### src/rtl/full_adder.sv
// Registered ripple-carry adder: {cout, sum} = a + b + cin, captured when in_valid is high.
// Optional macro FULL_ADDER_OVF_EN adds a registered two's-complement overflow output ovf.
module full_adder #(
  parameter int unsigned WIDTH = 1
) (
  input  logic             clk,
  input  logic             rst_n,
  input  logic             in_valid,
  input  logic [WIDTH-1:0] a,
  input  logic [WIDTH-1:0] b,
  input  logic             cin,
  output logic [WIDTH-1:0] sum,
  output logic             cout,
`ifdef FULL_ADDER_OVF_EN
  output logic             ovf,
`endif
  output logic             out_valid
);

  logic [WIDTH:0]   carry;
  logic [WIDTH-1:0] sum_comb;

  logic [WIDTH-1:0] sum_d, sum_q;
  logic             cout_d, cout_q;
  logic             valid_d, valid_q;

  // Plain ripple chain of 1-bit full-adder cells, no lookahead.
  always_comb begin
    carry    = '0;
    sum_comb = '0;
    carry[0] = cin;
    for (int i = 0; i < int'(WIDTH); i++) begin
      sum_comb[i]  = a[i] ^ b[i] ^ carry[i];
      carry[i+1]   = (a[i] & b[i]) | (a[i] & carry[i]) | (b[i] & carry[i]);
    end
  end

  // Invalid cycles select the held value, so X/Z on the operands cannot leak in.
  always_comb begin
    sum_d   = in_valid ? sum_comb : sum_q;
    cout_d  = in_valid ? carry[WIDTH] : cout_q;
    valid_d = in_valid;
  end

  always_ff @(posedge clk or negedge rst_n) begin
    if (!rst_n) begin
      sum_q   <= '0;
      cout_q  <= 1'b0;
      valid_q <= 1'b0;
    end else begin
      sum_q   <= sum_d;
      cout_q  <= cout_d;
      valid_q <= valid_d;
    end
  end

`ifdef FULL_ADDER_OVF_EN
  logic ovf_d, ovf_q;

  // Signed overflow: carry into the MSB differs from carry out of it.
  always_comb begin
    ovf_d = in_valid ? (carry[WIDTH] ^ carry[WIDTH-1]) : ovf_q;
  end

  always_ff @(posedge clk or negedge rst_n) begin
    if (!rst_n) begin
      ovf_q <= 1'b0;
    end else begin
      ovf_q <= ovf_d;
    end
  end

  assign ovf = ovf_q;
`endif

  assign sum       = sum_q;
  assign cout      = cout_q;
  assign out_valid = valid_q;

endmodule

### config.mk
export PLATFORM = sky130hd
export DESIGN_NAME = full_adder
export DESIGN_NICKNAME = d
export VERILOG_FILES = /design/src/rtl/full_adder.sv
export SDC_FILE = /design/constraint.sdc
export NUM_CORES = 1
export LEC_CHECK = 0
export BUFFER_PORTS_ARGS = -buffer_cell sky130_fd_sc_hd__buf_2
export CAP_MARGIN = 10
export CORE_AREA = 2 2 39 41
export DETAILED_ROUTE_END_ITERATION = 6
export DIE_AREA = 0 0 41 43
export GPL_TIMING_DRIVEN = 1
export MAX_ROUTING_LAYER = met4
export PLACE_DENSITY_LB_ADDON = 0.2
export SLEW_MARGIN = 20
export SYNTH_ARGS = -nofsm -noshare
export SYNTH_HDL_FRONTEND = slang
export SYNTH_SLANG_ARGS = --single-unit
### constraint.sdc
create_clock -name clk -period 0.8 [get_ports clk]
set_input_delay 0.12 -clock clk [delete_from_list [all_inputs] [get_ports clk]]
set_output_delay 0.12 -clock clk [all_outputs]
set_load 0.02 [all_outputs]
==> impl_metrics.toml <==
[synthesis]
synth_top_family_by_area = "multiplexers"
syn-cell-area_um2 = 118
avgSynthCellArea_um2 = 19.6
synthCells = 6
synth-simple-area-share = 0
synth_top_area_frac = 0.638
yosysSeqAreaShare = 0.638
yosys-top-cells-area = "dfrtp_1 64%, mux2_2 19%, fa_1 17%"
yosysWarnings = 0
synth_nets = 13
synth-seq-cells = 3
synth_mux_area_frac = 0.191
synth_area_leader_cell = "dfrtp_1"
synthAdderAreaFrac = 0.170
synth-compound-area-share = 0
yosysUniqueCellTypes = 3
synthXorXnorAreaFrac = 0

[routing]
vias_per_cell = 2.94
wl_per_cell_um = 8.06
first_iter_violations = 0
dr.pass1.iters = 1
drcViolationCount = 0
wirelength_um = 282
ant_nets = 0
vias = 103

[sta]
worst_pin_slew_ns = 0.0976
slew_violations = 0
rsz0062_at_grt = "true"
period_share = 1.10
slew_headroom = 0.935
fmax_mhz = 1140
fin_ws_ns = -0.0764
setup_viol = 3
min_period_ns = 0.876
clock_skew_ns = 0
hold_ws_ns = 0.0604
finalHoldViolCount = 0

[place]
dpl_cell_area_um2 = 184
routabilityCongestion = 0.440
dpl.cell_count = 30
portBuffers = 8
post-place-ws_ns = -0.258

[finish]
diodes = 0
fin_area_um2 = 255
postLayoutCoreUtil = 0.184
fillers = 153
area_growth_pct = 117
instances_no_fill = 35
fin_nets = 27
drive_gt1_frac = 0.737

[setup_path]
critPathCaptureType = "primary output"
crit_path_start_kind = "flip-flop"
critPathTopFamily = "flip-flops"
r2r_setup_slack_ns = 0.03
cp.depth = 1
crit_fanout = 2
regToRegEndpoint = "cout"
critPathSlowestCell = "dfrtp_1"
cp.arrival_ns = 0.76
criticalPathCategory = "reg -> out"
r2r_start = "cout"
worst_r2r_path_depth = 1
cp.required_ns = 0.68
endpoint = "cout"
cp_cell_sequence = "buf_6"
worst_path_largest_cell_delay_ns = 0.38
worst-path-buf-inv = 1
setup.worst_path.start = "cout"

[clock_network]
cts_tree = "done"
clock_path_buffers = 2
h-tree-depth = 1
cts_buffers = 3
clkLatencyLatePin_ns = 0.23
cts_sinks = 3
clockRootBuffer = "clkbuf_4"
clk_pin_slew_ns = 0.04
post_cts_buffers = 0

[grt]
grt_start_max_net_pins = 4
antenna_found_initial = 0
overflow = 0
grt_pass1_wl_um = 441
grtUsageTotal = 0.0452
grt_pass1_vias = 130

[die]
start_util = 0.0850
io_pins = 9
core_region_area_um2 = 1380
die_h_um = 43
fp.dieArea_um2 = 1760
die_w_um = 41
num_rows = 14

[pwr]
clkPwrFrac = 0.459
seqPwrFrac = 0.318
power.leakage_uw = 0.000119
p_int_uw = 440
power_density_nw_per_um2 = 2280
combPwrFrac = 0.223
p_switching_uw = 143
ir_drop_mv = 0.346
power.share.switching = 0.245

[status]
status = "finished with violations"
violations = "negative setup slack"

[job]
drv_cap = 0

[min_path]
hp-class = "in -> reg"
-- state kept, by name, summed over array words and instances (netlist names) --
register,flops
sum,1
cout,1
out_valid,1
-- repair_timing --
item,in CTS,in global routing
endpoints found under the hold margin,3,0
pin swaps,0,1
gates cloned,0,0
hold buffers,1,0
setup endpoints to repair,4,4
resized for setup,6,3
-- final cells by class --
class                      instances  area, µm²  share of cell area
sequential                         3       75.1               0.294
tap                               16       20.0              0.0784
timing repair buffer               9       81.3               0.319
clock buffer                       4       26.3               0.103
multi-input combinational          3       52.6               0.206
-- synth_stat cells --
library cell and n:
fa_1 1, mux2_2 2, dfrtp_1 3
-- worst min path at each step --
stage	to	slack [ns]	cells past startpoint	from
4_1_cts	out_valid	0.04	1	in_valid
2_1_floorplan	cout	-0.18	0	rst_n
5_1_grt	out_valid	0.06	1	in_valid
3_3_place_gp	out_valid	-0.08	1	rst_n
3_5_place_dp	sum	-0.08	1	rst_n
6_report	out_valid	0.06	1	in_valid
-- routing by layer --
layer	up-vias	global-route usage	routed length [µm]
met1	51	0.0288	87
met5	-	-	0
met2	6	0.0625	160
li1	46	-	-
met3	0	0.0157	34
met4	0	0.0800	0
-- cells in the final DEF (no fill, tap or decap) --
cell / n
clkbuf_4: 3
dfrtp_1: 3
dlygate4sd3_1: 1
clkbuf_1: 1
buf_2: 3
fa_2: 1
buf_6: 5
mux2_4: 2
-- stage by stage --
stage / total power (µW) / TNS (ns)
finish: 582 / -0.187
global route: 620 / -0.288
CTS: 587 / -0.236
detailed placement: 275 / -0.444
global placement: 273 / -0.437
floorplan: 231 / -0.167
-- cells by family after synthesis --
family | Yosys count
DFF | 3
muxes | 2
adders and majority gates | 1
-- power groups by stage --
stage | clock network, µW | registers (µW) | logic [µW]
after floorplan | 0 | 206 | 24.4
after global placement | 0 | 182 | 91.8
final | 268 | 185 | 130
after detailed placement | 0 | 182 | 92.4
after CTS | 283 | 185 | 118
after global routing | 289 | 189 | 141
No activity file was read; power rests on OpenSTA's default activity.
